### src/rtl/hazard_sequencer_if.sv
// Pipeline hazard control bus.
// Groups the operand/hazard inputs, the SRAM handshake and the pipeline
// control outputs of hazard_sequencer.
//   master : pipeline side, drives hazard/handshake inputs, observes controls
//   slave  : hazard_sequencer, consumes inputs, drives controls and status
interface hazard_sequencer_if #(
  parameter int unsigned CNT_W = 16
);
  logic [4:0]       id_src1;
  logic [4:0]       id_src2;
  logic             id_two_src;
  logic [4:0]       ex_dst;
  logic             ex_wb_en;
  logic             ex_mem_read;
  logic [4:0]       mem_dst;
  logic             mem_wb_en;
  logic             branch_taken;
  logic             mem_req;
  logic             mem_ready;
  logic             stat_clr;

  logic             freeze_pc;
  logic             freeze_if_id;
  logic             flush_if_id;
  logic             flush_id_ex;
  logic             freeze_id_ex;
  logic             freeze_ex_mem;
  logic             bubble_mem_wb;
  logic             mem_error;
  logic [CNT_W-1:0] stall_cnt;
  logic [1:0]       state;

  modport master (
    output id_src1, id_src2, id_two_src, ex_dst, ex_wb_en, ex_mem_read,
           mem_dst, mem_wb_en, branch_taken, mem_req, mem_ready, stat_clr,
    input  freeze_pc, freeze_if_id, flush_if_id, flush_id_ex, freeze_id_ex,
           freeze_ex_mem, bubble_mem_wb, mem_error, stall_cnt, state
  );

  modport slave (
    input  id_src1, id_src2, id_two_src, ex_dst, ex_wb_en, ex_mem_read,
           mem_dst, mem_wb_en, branch_taken, mem_req, mem_ready, stat_clr,
    output freeze_pc, freeze_if_id, flush_if_id, flush_id_ex, freeze_id_ex,
           freeze_ex_mem, bubble_mem_wb, mem_error, stall_cnt, state
  );
endinterface

### src/rtl/hazard_sequencer.sv
// Pipeline control unit for the 5-stage core.
// Produces freeze/flush controls for PC, IF/ID, ID/EX, EX/MEM and a bubble
// into MEM/WB. Resolves load-use/RAW hazards, taken branches from EX and
// multi-cycle SRAM accesses (wait FSM with timeout into a sticky ERROR).
// Ports:
//   clk : rising-edge clock
//   rst : synchronous reset, active-low
//   bus : hazard_sequencer_if.slave (hazard inputs, SRAM handshake,
//         stat_clr; control outputs, mem_error, stall_cnt, state)
module hazard_sequencer #(
  parameter int unsigned FORWARD_EN  = 1,
  parameter int unsigned MEM_TIMEOUT = 64,
  parameter int unsigned CNT_W       = 16
) (
  input  logic           clk,
  input  logic           rst,
  hazard_sequencer_if.slave bus
);

  localparam int unsigned WCW = $clog2(MEM_TIMEOUT) + 1;

  typedef enum logic [1:0] {
    RUN      = 2'd0,
    MEM_WAIT = 2'd1,
    ERROR    = 2'd2
  } state_t;

  state_t           st;
  logic [WCW-1:0]   wait_cnt;
  logic             err_q;
  logic [CNT_W-1:0] cnt_q;

  logic match_ex;
  logic match_mem;
  logic hz;
  logic ms;
  logic frz_pc, frz_if_id, fl_if_id, fl_id_ex, frz_id_ex, frz_ex_mem, bub;

  function automatic logic src_match(
    input logic [4:0] dst,
    input logic [4:0] s1,
    input logic [4:0] s2,
    input logic       two
  );
    return (dst != 5'd0) && ((dst == s1) || (two && (dst == s2)));
  endfunction

  always_comb begin
    match_ex  = src_match(bus.ex_dst,  bus.id_src1, bus.id_src2, bus.id_two_src);
    match_mem = src_match(bus.mem_dst, bus.id_src1, bus.id_src2, bus.id_two_src);
    if (FORWARD_EN != 0)
      hz = bus.ex_mem_read & bus.ex_wb_en & match_ex;
    else
      hz = (bus.ex_wb_en & match_ex) | (bus.mem_wb_en & match_mem);
  end

  always_comb begin
    ms = 1'b0;
    case (st)
      RUN:      ms = bus.mem_req & ~bus.mem_ready;
      MEM_WAIT: ms = ~bus.mem_ready;
      default:  ms = 1'b1;
    endcase
  end

  // Memory stall outranks the branch flush: EX is frozen and re-presents
  // the branch once the access completes.
  always_comb begin
    frz_pc     = 1'b0;
    frz_if_id  = 1'b0;
    fl_if_id   = 1'b0;
    fl_id_ex   = 1'b0;
    frz_id_ex  = 1'b0;
    frz_ex_mem = 1'b0;
    bub        = 1'b0;
    if (ms) begin
      frz_pc     = 1'b1;
      frz_if_id  = 1'b1;
      frz_id_ex  = 1'b1;
      frz_ex_mem = 1'b1;
      bub        = 1'b1;
    end else if (bus.branch_taken) begin
      fl_if_id = 1'b1;
      fl_id_ex = 1'b1;
    end else if (hz) begin
      frz_pc    = 1'b1;
      frz_if_id = 1'b1;
      fl_id_ex  = 1'b1;
    end
  end

  always_ff @(posedge clk) begin
    if (!rst) begin
      st       <= RUN;
      wait_cnt <= '0;
      err_q    <= 1'b0;
      cnt_q    <= '0;
    end else begin
      case (st)
        RUN: begin
          if (bus.mem_req && !bus.mem_ready) begin
            st       <= MEM_WAIT;
            wait_cnt <= WCW'(1);
          end
        end
        MEM_WAIT: begin
          if (bus.mem_ready) begin
            st       <= RUN;
            wait_cnt <= '0;
          end else if (wait_cnt == WCW'(MEM_TIMEOUT - 1)) begin
            st    <= ERROR;
            err_q <= 1'b1;
          end else begin
            wait_cnt <= wait_cnt + WCW'(1);
          end
        end
        default: begin
          st    <= ERROR;
          err_q <= 1'b1;
        end
      endcase

      if (bus.stat_clr)
        cnt_q <= '0;
      else if (frz_pc && (cnt_q != '1))
        cnt_q <= cnt_q + CNT_W'(1);
    end
  end

  assign bus.freeze_pc     = frz_pc;
  assign bus.freeze_if_id  = frz_if_id;
  assign bus.flush_if_id   = fl_if_id;
  assign bus.flush_id_ex   = fl_id_ex;
  assign bus.freeze_id_ex  = frz_id_ex;
  assign bus.freeze_ex_mem = frz_ex_mem;
  assign bus.bubble_mem_wb = bub;
  assign bus.mem_error     = err_q;
  assign bus.stall_cnt     = cnt_q;
  assign bus.state         = st;

endmodule

### src/flat_wrapper.sv
// flat-port wrapper written by rule: the top's interface ports become plain ports
module hazard_sequencer_flat 
#(
  parameter int unsigned FORWARD_EN  = 1,
  parameter int unsigned MEM_TIMEOUT = 64,
  parameter int unsigned CNT_W       = 16
)
  (clk, rst, bus_id_src1, bus_id_src2, bus_id_two_src, bus_ex_dst, bus_ex_wb_en, bus_ex_mem_read, bus_mem_dst, bus_mem_wb_en, bus_branch_taken, bus_mem_req, bus_mem_ready, bus_stat_clr, bus_freeze_pc, bus_freeze_if_id, bus_flush_if_id, bus_flush_id_ex, bus_freeze_id_ex, bus_freeze_ex_mem, bus_bubble_mem_wb, bus_mem_error, bus_stall_cnt, bus_state);
  hazard_sequencer_if #(.CNT_W(CNT_W)) bus_i ();
  input  logic clk;
  input  logic rst;
  input wire logic [$bits(bus_i.id_src1)-1:0] bus_id_src1;
  input wire logic [$bits(bus_i.id_src2)-1:0] bus_id_src2;
  input wire logic [$bits(bus_i.id_two_src)-1:0] bus_id_two_src;
  input wire logic [$bits(bus_i.ex_dst)-1:0] bus_ex_dst;
  input wire logic [$bits(bus_i.ex_wb_en)-1:0] bus_ex_wb_en;
  input wire logic [$bits(bus_i.ex_mem_read)-1:0] bus_ex_mem_read;
  input wire logic [$bits(bus_i.mem_dst)-1:0] bus_mem_dst;
  input wire logic [$bits(bus_i.mem_wb_en)-1:0] bus_mem_wb_en;
  input wire logic [$bits(bus_i.branch_taken)-1:0] bus_branch_taken;
  input wire logic [$bits(bus_i.mem_req)-1:0] bus_mem_req;
  input wire logic [$bits(bus_i.mem_ready)-1:0] bus_mem_ready;
  input wire logic [$bits(bus_i.stat_clr)-1:0] bus_stat_clr;
  output wire logic [$bits(bus_i.freeze_pc)-1:0] bus_freeze_pc;
  output wire logic [$bits(bus_i.freeze_if_id)-1:0] bus_freeze_if_id;
  output wire logic [$bits(bus_i.flush_if_id)-1:0] bus_flush_if_id;
  output wire logic [$bits(bus_i.flush_id_ex)-1:0] bus_flush_id_ex;
  output wire logic [$bits(bus_i.freeze_id_ex)-1:0] bus_freeze_id_ex;
  output wire logic [$bits(bus_i.freeze_ex_mem)-1:0] bus_freeze_ex_mem;
  output wire logic [$bits(bus_i.bubble_mem_wb)-1:0] bus_bubble_mem_wb;
  output wire logic [$bits(bus_i.mem_error)-1:0] bus_mem_error;
  output wire logic [$bits(bus_i.stall_cnt)-1:0] bus_stall_cnt;
  output wire logic [$bits(bus_i.state)-1:0] bus_state;
  assign bus_i.id_src1 = bus_id_src1;
  assign bus_i.id_src2 = bus_id_src2;
  assign bus_i.id_two_src = bus_id_two_src;
  assign bus_i.ex_dst = bus_ex_dst;
  assign bus_i.ex_wb_en = bus_ex_wb_en;
  assign bus_i.ex_mem_read = bus_ex_mem_read;
  assign bus_i.mem_dst = bus_mem_dst;
  assign bus_i.mem_wb_en = bus_mem_wb_en;
  assign bus_i.branch_taken = bus_branch_taken;
  assign bus_i.mem_req = bus_mem_req;
  assign bus_i.mem_ready = bus_mem_ready;
  assign bus_i.stat_clr = bus_stat_clr;
  assign bus_freeze_pc = bus_i.freeze_pc;
  assign bus_freeze_if_id = bus_i.freeze_if_id;
  assign bus_flush_if_id = bus_i.flush_if_id;
  assign bus_flush_id_ex = bus_i.flush_id_ex;
  assign bus_freeze_id_ex = bus_i.freeze_id_ex;
  assign bus_freeze_ex_mem = bus_i.freeze_ex_mem;
  assign bus_bubble_mem_wb = bus_i.bubble_mem_wb;
  assign bus_mem_error = bus_i.mem_error;
  assign bus_stall_cnt = bus_i.stall_cnt;
  assign bus_state = bus_i.state;
  hazard_sequencer #(.FORWARD_EN(FORWARD_EN), .MEM_TIMEOUT(MEM_TIMEOUT), .CNT_W(CNT_W)) u_core (.clk(clk), .rst(rst), .bus(bus_i));
endmodule
### config.mk
export PLATFORM = sky130hd
export DESIGN_NAME = hazard_sequencer_flat
export DESIGN_NICKNAME = d
export VERILOG_FILES = /design/src/rtl/hazard_sequencer_if.sv /design/src/rtl/hazard_sequencer.sv /design/src/flat_wrapper.sv
export SDC_FILE = /design/constraint.sdc
export NUM_CORES = 1
export LEC_CHECK = 0
export CORE_MARGIN = 8
export CORE_UTILIZATION = 43
export CTS_BUF_LIST = sky130_fd_sc_hd__clkbuf_16
export CTS_CLUSTER_DIAMETER = 120
export CTS_CLUSTER_SIZE = 24
export DETAILED_ROUTE_END_ITERATION = 6
export PLACE_DENSITY = 0.76
export SLEW_MARGIN = 20
export SYNTH_ARGS = -nofsm -noshare
export SYNTH_HDL_FRONTEND = slang
export SYNTH_SLANG_ARGS = --single-unit
### constraint.sdc
create_clock -name clk -period 2.6 [get_ports clk]
set_input_delay 0.52 -clock clk [delete_from_list [all_inputs] [get_ports clk]]
set_output_delay 0.52 -clock clk [all_outputs]
set_load 0.005 [all_outputs]
==> run summary, run 1 <==
Vias in the first global route - 1329
Max-cap violation count - 0
Max Buffers Root-to-Sink - 2
H-tree Lvls - 1
Final Skew - 0.00413 ns
Commonest non-fill, non-tap cell in the layout - clkdlybuf4s50_1
Initial Util - 0.438
Routed vias/inst - 5.42
Final setup violation count - 0
Worst Path Required - 2.08 ns
Power, Total - 981 µW
Min Tclk post-route - 2.51 ns
Final Hold Fails - 0
Crit-path slowest cell - clkdlybuf4s50_1
CTS clock-pin slew for the worst setup and hold paths - 0.07 ns
Congestion Overflow GR - 0
Largest family of logic cells by synthesized area - simple AND/OR/NAND/NOR gates
Initial antenna violation count - 0
Hold slack - 0.449 ns
Yosys warning count - 0
Post-synthesis simple-gate area fraction - 0.272
Pre-CTS WS - -0.468 ns
Worst Tran Pin Value - 0.469 ns
Routed via count - 1491
Share of cells above drive strength 1 - 0.109
Max Fclk - 398 MHz
# fillers - 303
Commonest non-fill, non-tap cells in the layout - clkdlybuf4s50_1 (36), dfxtp_1 (26), nor2_1 (17), a21oi_1 (15), xor2_1 (14)
Hold Path Stages - 1
# rows - 21
Count of different cell masters after synthesis - 41
Slowest stage delay, CP - 0.50 ns
Compound-Gate Fraction of Synth Area - 0.191
Synth Instances - 172
PwrDens - 464 mW/mm²
RSZ-0062 raised after global routing - false
I/O pins - 56
Final RePlAce weighted congestion - 0.787
Most used DFF post-synth - dfxtp_1
Die W - 73.8 µm
Area Overhead vs Synth - 47.0%
Max VDD drop - 0.000348 V
Number of port buffers - 49
Final setup margin - 0.0858 ns
CTS tree - yes
Final period util - 0.967
Seq/Total Area, Yosys - 0.362
XOR/XNOR share of the synthesized area - 0.0914
DRT antenna net count - 0
Worst path cell trace - clkdlybuf4s50_1, o21bai_1, and2b_2, and2_1, clkdlybuf4s50_1
Synth Area in Adders - 0.0174
Flops & latches, synth - 26
CP endpoint kind - output port
Setup total negative slack - 0 ns
Largest net degree at the start of global routing - 22
Mux share of post-synthesis cell area - 0.0139
Synth Cell Area - 0.00144 mm²
HPWL after detailed placement - 2920 µm
Drc violations - 0
CTS Sinks - 26
Hold Path Sink - u_core.bus.mem_error$_SDFFE_PN0P_
EDFF count, synth - 0
Diode count - 0
Slew Limit Fails - 0
TritonCTS Buffers - 3
Mean Syn Cell Area - 8.36 µm²
R2R Setup Slk - 0.42 ns
Gr usage total - 0.145
Worst EP arrival - 1.99 ns
Worst hold path type - reg2reg
Hold_sp - u_core.bus.mem_error$_SDFFE_PN0P_
Reg2Reg Depth - 8
Clk root buf - clkbuf_16
Asr flop ratio synth - 0
DIE AREA - 0.00545 mm²
Router iterations before antenna repair - 4
Die Y - 73.8 µm
Area of the multi-input gates - 847 µm²
Crit path max fanout - 4
Worst Setup Start Kind - primary input
Routed len/inst - 14.1 µm
Reg area - 520 µm²
Relative slew margins - 0.687
Post-layout nets - 262
R2r endpoint - u_core.bus.stall_cnt[1]$_SDFFE_PP0P_
Leakage - 0.760 nW
Critical path's most frequent cell - clkdlybuf4s50_1
Global-route wire length before repair - 6290 µm
CORE AREA - 0.00328 mm²
Status - completed
1st-iter DRT viols - 62
Setup CP Type - in2out
Skew-Pair Late Insertion Delay - 0.26 ns
Syn Nets - 204
Final WL - 3880 µm
Worst r2r src - u_core.bus.stall_cnt[0]$_SDFFE_PP0P_
worst max-delay path, delay by kind of cell:
family	cells	cell delay [ns]
AND/OR/NAND/NOR	2	0.35
AO/OA/AOI/OAI	1	0.13
buffers and inverters	2	0.98
sequential cells by signal, indices dropped and copies added (netlist names):
name                  flops
u_core.bus.mem_error      1
u_core.bus.stall_cnt     16
u_core.bus.state          2
u_core.wait_cnt           7
layer usage:
metal,wire (µm),vias up,GRT usage
met5,0,-,0
met1,1880,694,0.181
met4,46,0,0.0466
met2,1690,44,0.228
met3,261,5,0.0450
li1,-,748,-
metrics by stage:
step	utilization	instances	cell area, µm²
4_1_cts	0.642	275	2110
6_report	0.643	275	2110
5_1_grt	0.643	275	2110
2_1_floorplan	-	172	1440
3_3_place_gp	0.612	269	2010
3_5_place_dp	0.612	269	2010
power by group:
part	internal (mW)	switching, mW	total (mW)
Combinational	0.0728	0.0558	0.129
Sequential	0.402	0.00417	0.406
Clock	0.306	0.140	0.446
Total	0.781	0.200	0.981
how the worst max path moves through the flow:
stage                    from               end  slack (ns)
6_report        bus_mem_ready   bus_flush_if_id        0.09
5_1_grt         bus_mem_ready   bus_flush_if_id        0.01
4_1_cts        bus_id_src2[4]  bus_freeze_if_id        0.01
3_5_place_dp    bus_ex_dst[3]   bus_flush_id_ex       -0.47
3_3_place_gp    bus_ex_dst[3]   bus_flush_id_ex       -0.42
2_1_floorplan   bus_ex_dst[0]     bus_freeze_pc        0.32
synthesized netlist by cell type, types with 4 or more instances:
cell | n | area share
o21ai_1 | 4 | 0.014
nand2_1 | 10 | 0.026
nor2_1 | 17 | 0.044
o31ai_1 | 6 | 0.031
a21oi_1 | 15 | 0.052
dfxtp_1 | 26 | 0.36
o21ai_0 | 4 | 0.014
xor2_1 | 14 | 0.085
or4_1 | 8 | 0.042
nor3_1 | 4 | 0.014
inv_1 | 5 | 0.013
nand3_1 | 8 | 0.028
nand4_1 | 6 | 0.026
buf_4 | 4 | 0.021
or3_1 | 8 | 0.035
final cells by class:
class	count	share of cell area
Clock buffer	3	0.0355
Clock inverter	1	0.0142
Inverter	5	0.00888
Multi-Input combinational cell	134	0.401
Sequential cell	26	0.246
Tap cell	46	0.0272
Timing Repair Buffer	60	0.267
logic make-up (layout without fill, tap and decap cells):
family / count (synthesis) / after routing
AND/OR/NAND/NOR: 72 / 72
AO/OA/AOI/OAI: 43 / 43
flip-flops: 26 / 26
XOR/XNOR: 15 / 15
buffers and inverters: 12 / 69
adder cells (fa/ha/maj): 2 / 2
multiplexers: 2 / 2
timing repair:
action / in CTS / in global routing
resized for setup: 19 / 11
hold buffers: 0 / 0
pin swaps: 8 / 7
hold endpoints to repair: 0 / 0
setup endpoints to repair: 3 / 7
setup buffers: 3 / 1
Note: power is estimated with default switching activity, not from simulation.
==> run 2: changes to the inputs <==
--- a/config.mk
+++ b/config.mk
@@ -5,7 +5,7 @@
 export SDC_FILE = /design/constraint.sdc
 export NUM_CORES = 1
 export LEC_CHECK = 0
-export CORE_MARGIN = 8
+export CORE_MARGIN = 4
 export CORE_UTILIZATION = 43
 export CTS_BUF_LIST = sky130_fd_sc_hd__clkbuf_16
 export CTS_CLUSTER_DIAMETER = 120
==> run 2 against run 1 <==
Non-clock buffer count grew 2. Count of clock-buffer cells in the layout is the same. Sequential cell count is the same. Power grew 0.56%. Sequential share of layout area shrank 0.29 points. Critical path type unchanged.
==> run summary, run 2 (synthesis gave the netlist of run 1 again) <==
I/O pins - 56 (unchanged)
Die Y - 65.8 µm (was 73.8 µm)
PwrDens - 461 mW/mm² (was 464 mW/mm²)
Final Hold Fails - 0 (unchanged)
Placed instance area - 0.00200 mm² (was 0.00201 mm²)
Non-filler instance count after layout - 275 (unchanged)
Area Overhead vs Synth - 48.7% (was 47.0%)
Max-cap violation count - 0 (unchanged)
Global-route wire length before repair - 6590 µm (was 6290 µm)
Hold_sp - u_core.bus.mem_error$_SDFFE_PN0P_ (unchanged)
Leakage - 0.759 nW (was 0.760 nW)
Relative slew margins - 0.673 (was 0.687)
Initial Util - 0.460 (was 0.438)
Number of port buffers - 49 (unchanged)
H-tree Lvls - 1 (unchanged)
Congestion Overflow GR - 0 (unchanged)
Final period util - 0.969 (was 0.967)
Hold Path Sink - u_core.bus.mem_error$_SDFFE_PN0P_ (unchanged)
Vias in the first global route - 1477 (was 1329)
Min Tclk post-route - 2.52 ns (was 2.51 ns)
Diode count - 0 (unchanged)
CTS tree - yes (unchanged)
Drc violations - 0 (unchanged)
Crit-path slowest cell - or4_1 (was clkdlybuf4s50_1)
Skew-Pair Late Insertion Delay - 0.26 ns (about the same)
Max Buffers Root-to-Sink - 2 (unchanged)
Slew Limit Fails - 0 (unchanged)
Placed Instances - 268 (was 269)
Largest net degree at the start of global routing - 20 (was 22)
1st-iter DRT viols - 42 (was 62)
Setup CP Type - in2out (unchanged)
Routed len/inst - 14.9 µm (was 14.1 µm)
Final WL - 4090 µm (was 3880 µm)
Worst EP arrival - 2.00 ns (was 1.99 ns)
Final Skew - 0.00304 ns (was 0.00413 ns)
Worst r2r src - u_core.bus.stall_cnt[0]$_SDFFE_PP0P_ (unchanged)
Final setup violation count - 0 (unchanged)
Commonest non-fill, non-tap cells in the layout - clkdlybuf4s50_1 (38), dfxtp_1 (26), nor2_1 (16), a21oi_1 (15), buf_4 (13) (was clkdlybuf4s50_1 (36), dfxtp_1 (26), nor2_1 (17), a21oi_1 (15), xor2_1 (14))
Slowest stage delay, CP - 0.54 ns (was 0.50 ns)
Commonest non-fill, non-tap cell in the layout - clkdlybuf4s50_1 (unchanged)
Max Fclk - 397 MHz (was 398 MHz)
Power, Total - 986 µW (was 981 µW)
Gr usage total - 0.193 (was 0.145)
CP endpoint kind - output port (unchanged)
Clk root buf - clkbuf_16 (unchanged)
Hold slack - 0.468 ns (was 0.449 ns)
Die W - 65.8 µm (was 73.8 µm)
DIE AREA - 0.00433 mm² (was 0.00545 mm²)
Worst hold path type - reg2reg (unchanged)
Fin util - 0.684 (was 0.643)
HPWL after detailed placement - 3060 µm (was 2920 µm)
Initial antenna violation count - 0 (unchanged)
Hold Path Stages - 1 (unchanged)
DRT antenna net count - 0 (unchanged)
Worst path cell trace - dlygate4sd2_1, or4_1, o211ai_1, buf_4, o31a_1, inv_1, buf_2 (was clkdlybuf4s50_1, o21bai_1, and2b_2, and2_1, clkdlybuf4s50_1)
Post-layout nets - 264 (was 262)
Reg2Reg Depth - 8 (unchanged)
Router iterations before antenna repair - 4 (unchanged)
Worst Path Required - 2.08 ns (about the same)
Routed via count - 1496 (was 1491)
Routed vias/inst - 5.44 (was 5.42)
R2R Setup Slk - 0.37 ns (was 0.42 ns)
Max reg flops - 16 (unchanged)
Crit path max fanout - 3 (was 4)
TritonCTS Buffers - 3 (unchanged)
CORE AREA - 0.00313 mm² (was 0.00328 mm²)
CTS clock-pin slew for the worst setup and hold paths - 0.07 ns (about the same)
# fillers - 265 (was 303)
Max VDD drop - 0.000354 V (was 0.000348 V)
CTS Hold Bufs - 0 (unchanged)
Worst Setup Start Kind - primary input (unchanged)
CTS Sinks - 26 (unchanged)
Worst Tran Pin Value - 0.491 ns (was 0.469 ns)
Final RePlAce weighted congestion - 0.793 (was 0.787)
Status - completed (unchanged)
R2r endpoint - u_core.bus.stall_cnt[10]$_SDFFE_PP0P_ (was u_core.bus.stall_cnt[1]$_SDFFE_PP0P_)
# rows - 20 (was 21)
Post-Layout Inst Area - 0.00214 mm² (was 0.00211 mm²)
Share of cells above drive strength 1 - 0.113 (was 0.109)
run 2: changes by cell type in the layout (fill, tap and decap cells not counted), sizes merged:
cell | before | now
dlygate4sd2 | 3 | 5
dlymetal6s2s | 3 | 2
buf | 14 | 16
clkdlybuf4s15 | 2 | 1
clkdlybuf4s50 | 36 | 38
clkbuf | 5 | 3
run 2: metrics by stage:
| step | setup TNS (ns) | setup WS [ns] |
|---|---|---|
| finish | 0 | 0.0811 |
| global route | -0.00372 | -0.00372 |
| CTS | 0 | 0.0170 |
| detailed placement | -3.94 | -0.463 |
| global placement | -2.60 | -0.392 |
| floorplan | 0 | 0.318 |
run 2: critical path: cells and delay by family:
family	cells	cell delay [ns]
compound gates	2	0.32
buf+inv	4	0.61
simple gates	1	0.54
run 2: repair_timing:
action	in CTS	in global routing
endpoints found under the setup margin	3	12
resized for setup	19	6
hold endpoints to repair	0	0
pin swaps	6	4
buffers inserted	1	2
run 2: worst max path at each step:
stage	end	startpoint	slack [ns]	depth (start not counted)
floorplan	bus_freeze_pc	bus_ex_dst[0]	0.32	5
global placement	bus_freeze_if_id	bus_ex_dst[3]	-0.39	7
detailed placement	bus_freeze_if_id	bus_ex_dst[2]	-0.46	7
CTS	bus_freeze_if_id	bus_id_src2[1]	0.02	7
global route	bus_flush_id_ex	bus_ex_dst[3]	-0.004	9
finish	bus_freeze_if_id	bus_ex_dst[3]	0.08	7
run 2: routing by layer:
metal | track usage | up-vias | routed length, µm
met5 | 0 | - | 0
met4 | 0.0544 | 0 | 19
met3 | 0.0408 | 2 | 236
met2 | 0.340 | 39 | 2050
met1 | 0.234 | 705 | 1790
li1 | - | 750 | -
run 2: report_power, final:
group | total (mW) | switching [mW] | internal (mW)
registers | 0.407 | 0.00484 | 0.402
logic | 0.135 | 0.0599 | 0.0750
clock network | 0.444 | 0.138 | 0.306
run 2: layout make-up:
| class | count | area [µm²] | area share |
|---|---|---|---|
| multi-input combinational | 134 | 867 | 0.406 |
| tap | 44 | 55.1 | 0.0257 |
| clock buffer | 3 | 75.1 | 0.0351 |
| inverter | 5 | 18.8 | 0.00878 |
| clock inverter | 1 | 30.0 | 0.0140 |
| timing repair buffer | 62 | 572 | 0.267 |
| sequential | 26 | 520 | 0.243 |
==> run 3: changes to the inputs <==
--- a/config.mk
+++ b/config.mk
@@ -5,12 +5,14 @@
 export SDC_FILE = /design/constraint.sdc
 export NUM_CORES = 1
 export LEC_CHECK = 0
+export CORE_ASPECT_RATIO = 1.2
 export CORE_MARGIN = 4
 export CORE_UTILIZATION = 43
 export CTS_BUF_LIST = sky130_fd_sc_hd__clkbuf_16
 export CTS_CLUSTER_DIAMETER = 120
 export CTS_CLUSTER_SIZE = 24
 export DETAILED_ROUTE_END_ITERATION = 6
+export HOLD_SLACK_MARGIN = 0.1
 export PLACE_DENSITY = 0.76
 export SLEW_MARGIN = 20
 export SYNTH_ARGS = -nofsm -noshare
==> run 3 against run 2 <==
Cell area down 0.99%. Maximum frequency is 1.3% higher. Non-clock buffer count is 2 higher. Cell count down 2.2%. Utilization fell by 0.90 points. Critical endpoint unchanged.
==> run summary, run 3 (synthesis gave the netlist of run 1 again) <==
Non-filler instance count after layout - 269 (was 275)
Final period util - 0.956 (was 0.969)
CORE AREA - 0.00314 mm² (was 0.00313 mm²)
H-tree Lvls - 1 (unchanged)
Slowest stage delay, CP - 0.50 ns (was 0.54 ns)
Pre-CTS WS - -0.431 ns (was -0.463 ns)
Gr usage total - 0.183 (was 0.193)
# fillers - 267 (was 265)
Final Skew - 0.00307 ns (was 0.00304 ns)
RSZ-0062 raised after global routing - false
Leakage - 0.758 nW (was 0.759 nW)
Largest net degree at the start of global routing - 21 (was 20)
Crit-path slowest cell - or4_1 (unchanged)
Power, Total - 980 µW (was 986 µW)
Worst hold path type - reg2reg (unchanged)
Min Tclk post-route - 2.49 ns (was 2.52 ns)
Setup CP Type - in2out (unchanged)
Congestion Overflow GR - 0 (unchanged)
Area Overhead vs Synth - 47.3% (was 48.7%)
Worst Setup Start Kind - primary input (unchanged)
Hold_sp - u_core.bus.mem_error$_SDFFE_PN0P_ (unchanged)
Commonest non-fill, non-tap cells in the layout - clkdlybuf4s50_1 (37), dfxtp_1 (26), nor2_1 (17), a21oi_1 (15) (was clkdlybuf4s50_1 (38), dfxtp_1 (26), nor2_1 (16), a21oi_1 (15), buf_4 (13))
Worst EP arrival - 1.97 ns (was 2.00 ns)
Commonest non-fill, non-tap cell in the layout - clkdlybuf4s50_1 (unchanged)
Routed vias/inst - 5.63 (was 5.44)
CTS clock-pin slew for the worst setup and hold paths - 0.06 ns (was 0.07 ns)
Fin util - 0.675 (was 0.684)
Hold Path Stages - 1 (unchanged)
R2r endpoint - u_core.bus.stall_cnt[2]$_SDFFE_PP0P_ (was u_core.bus.stall_cnt[10]$_SDFFE_PP0P_)
Max Fclk - 402 MHz (was 397 MHz)
Worst Path Required - 2.08 ns (about the same)
R2R Setup Slk - 0.32 ns (was 0.37 ns)
Global-route wire length before repair - 6330 µm (was 6590 µm)
Area of the multi-input gates - 850 µm² (was 867 µm²)
Post-layout nets - 266 (was 264)
CP bufs+invs - 4 (unchanged)
CTS Sinks - 26 (unchanged)
Final setup violation count - 0 (unchanged)
Gate power share - 0.133 (was 0.137)
PwrDens - 463 mW/mm² (was 461 mW/mm²)
Die Y - 71.3 µm (was 65.8 µm)
Reg2Reg Depth - 8 (unchanged)
Routed len/inst - 14.0 µm (was 14.9 µm)
Number of port buffers - 49 (unchanged)
# rows - 22 (was 20)
Crit path max fanout - 3 (unchanged)
Share of cells above drive strength 1 - 0.116 (was 0.113)
Worst Tran Pin Value - 0.505 ns (was 0.491 ns)
Max reg flops - 16 (unchanged)
Initial antenna violation count - 0 (unchanged)
Vias in the first global route - 1524 (was 1477)
Routed via count - 1515 (was 1496)
Sequential Power Share - 0.415 (was 0.412)
Placed instance area - 0.00200 mm² (about the same)
Fraction of power spent switching nets - 0.201 (was 0.206)
Max VDD drop - 0.000502 V (was 0.000354 V)
Final setup margin - 0.113 ns (was 0.0811 ns)
Final RePlAce weighted congestion - 0.780 (was 0.793)
Skew-Pair Late Insertion Delay - 0.26 ns (about the same)
CTS tree - yes (unchanged)
Max-cap violation count - 0 (unchanged)
Final WL - 3750 µm (was 4090 µm)
Cell Int Power - 783 µW (about the same)
Relative slew margins - 0.663 (was 0.673)
Status - completed (unchanged)
CP endpoint kind - output port (unchanged)
Hold Path Sink - u_core.bus.mem_error$_SDFFE_PN0P_ (unchanged)
Reg area - 520 µm² (unchanged)
Drc violations - 0 (unchanged)
I/O pins - 56 (unchanged)
Post-Layout Inst Area - 0.00212 mm² (was 0.00214 mm²)
1st-iter DRT viols - 60 (was 42)
Placed Instances - 261 (was 268)
DRT antenna net count - 0 (unchanged)
Die W - 60.8 µm (was 65.8 µm)
HPWL after detailed placement - 2860 µm (was 3060 µm)
Worst path cell trace - clkdlybuf4s15_1, or4_1, o211ai_1, buf_4, o31a_1, inv_1, buf_2 (was dlygate4sd2_1, or4_1, o211ai_1, buf_4, o31a_1, inv_1, buf_2)
Diode count - 0 (unchanged)
Sw power - 197 µW (was 203 µW)
Clk root buf - clkbuf_16 (unchanged)
Worst r2r src - u_core.bus.stall_cnt[0]$_SDFFE_PP0P_ (unchanged)
Initial Util - 0.458 (was 0.460)
Slew Limit Fails - 0 (unchanged)
Final Hold Fails - 0 (unchanged)
Max Buffers Root-to-Sink - 2 (unchanged)
Router iterations before antenna repair - 4 (unchanged)
TritonCTS Buffers - 3 (unchanged)
DIE AREA - 0.00434 mm² (was 0.00433 mm²)
Clock share of power - 0.453 (was 0.451)
Critical path's top delay family - buffers and inverters (unchanged)
[run 3: through the flow]
stage,setup TNS (ns),hold WS [ns]
final,0,0.454
after global routing,0,0.474
after CTS,0,0.457
after detailed placement,-3.66,0.441
after global placement,-2.75,0.432
after floorplan,0,0.450
[run 3: layout make-up]
class	count	area share
clock inverter	1	0.0142
clock buffer	3	0.0355
multi-input combinational	134	0.401
timing repair buffer	64	0.273
tap	36	0.0213
sequential	26	0.246
inverter	5	0.00887
[run 3: worst max-delay path by stage]
stage | from | endpoint | slack (ns) | depth (start not counted)
2_1_floorplan | bus_ex_dst[0] | bus_freeze_pc | 0.32 | 5
3_3_place_gp | bus_ex_dst[3] | bus_freeze_if_id | -0.41 | 7
3_5_place_dp | bus_ex_dst[3] | bus_freeze_if_id | -0.43 | 7
4_1_cts | bus_ex_dst[4] | bus_freeze_if_id | 0.03 | 7
5_1_grt | bus_ex_dst[2] | bus_freeze_if_id | 0.01 | 7
6_report | bus_ex_dst[2] | bus_freeze_if_id | 0.11 | 7
[run 3: power groups by stage]
stage	clock network (mW)	registers [mW]	logic, mW
final	0.443	0.406	0.130
after global routing	0.467	0.407	0.142
after CTS	0.450	0.406	0.132
after detailed placement	0	0.415	0.132
after global placement	0	0.415	0.129
after floorplan	0	0.415	0.0569
[run 3: layer usage]
metal  track usage  up-vias  part of all wire
met5             0        -                 0
met4        0.0651        0             0.014
met3        0.0541        8             0.079
met2         0.320       50              0.50
met1         0.204      700              0.41
li1              -      757                 -
[run 3: timing repair]
item                                    CTS  global route
endpoints found under the setup margin    3             4
pin swaps                                 8             6
hold buffers                              0             0
buffers inserted                          4             0
resized for setup                        20             7
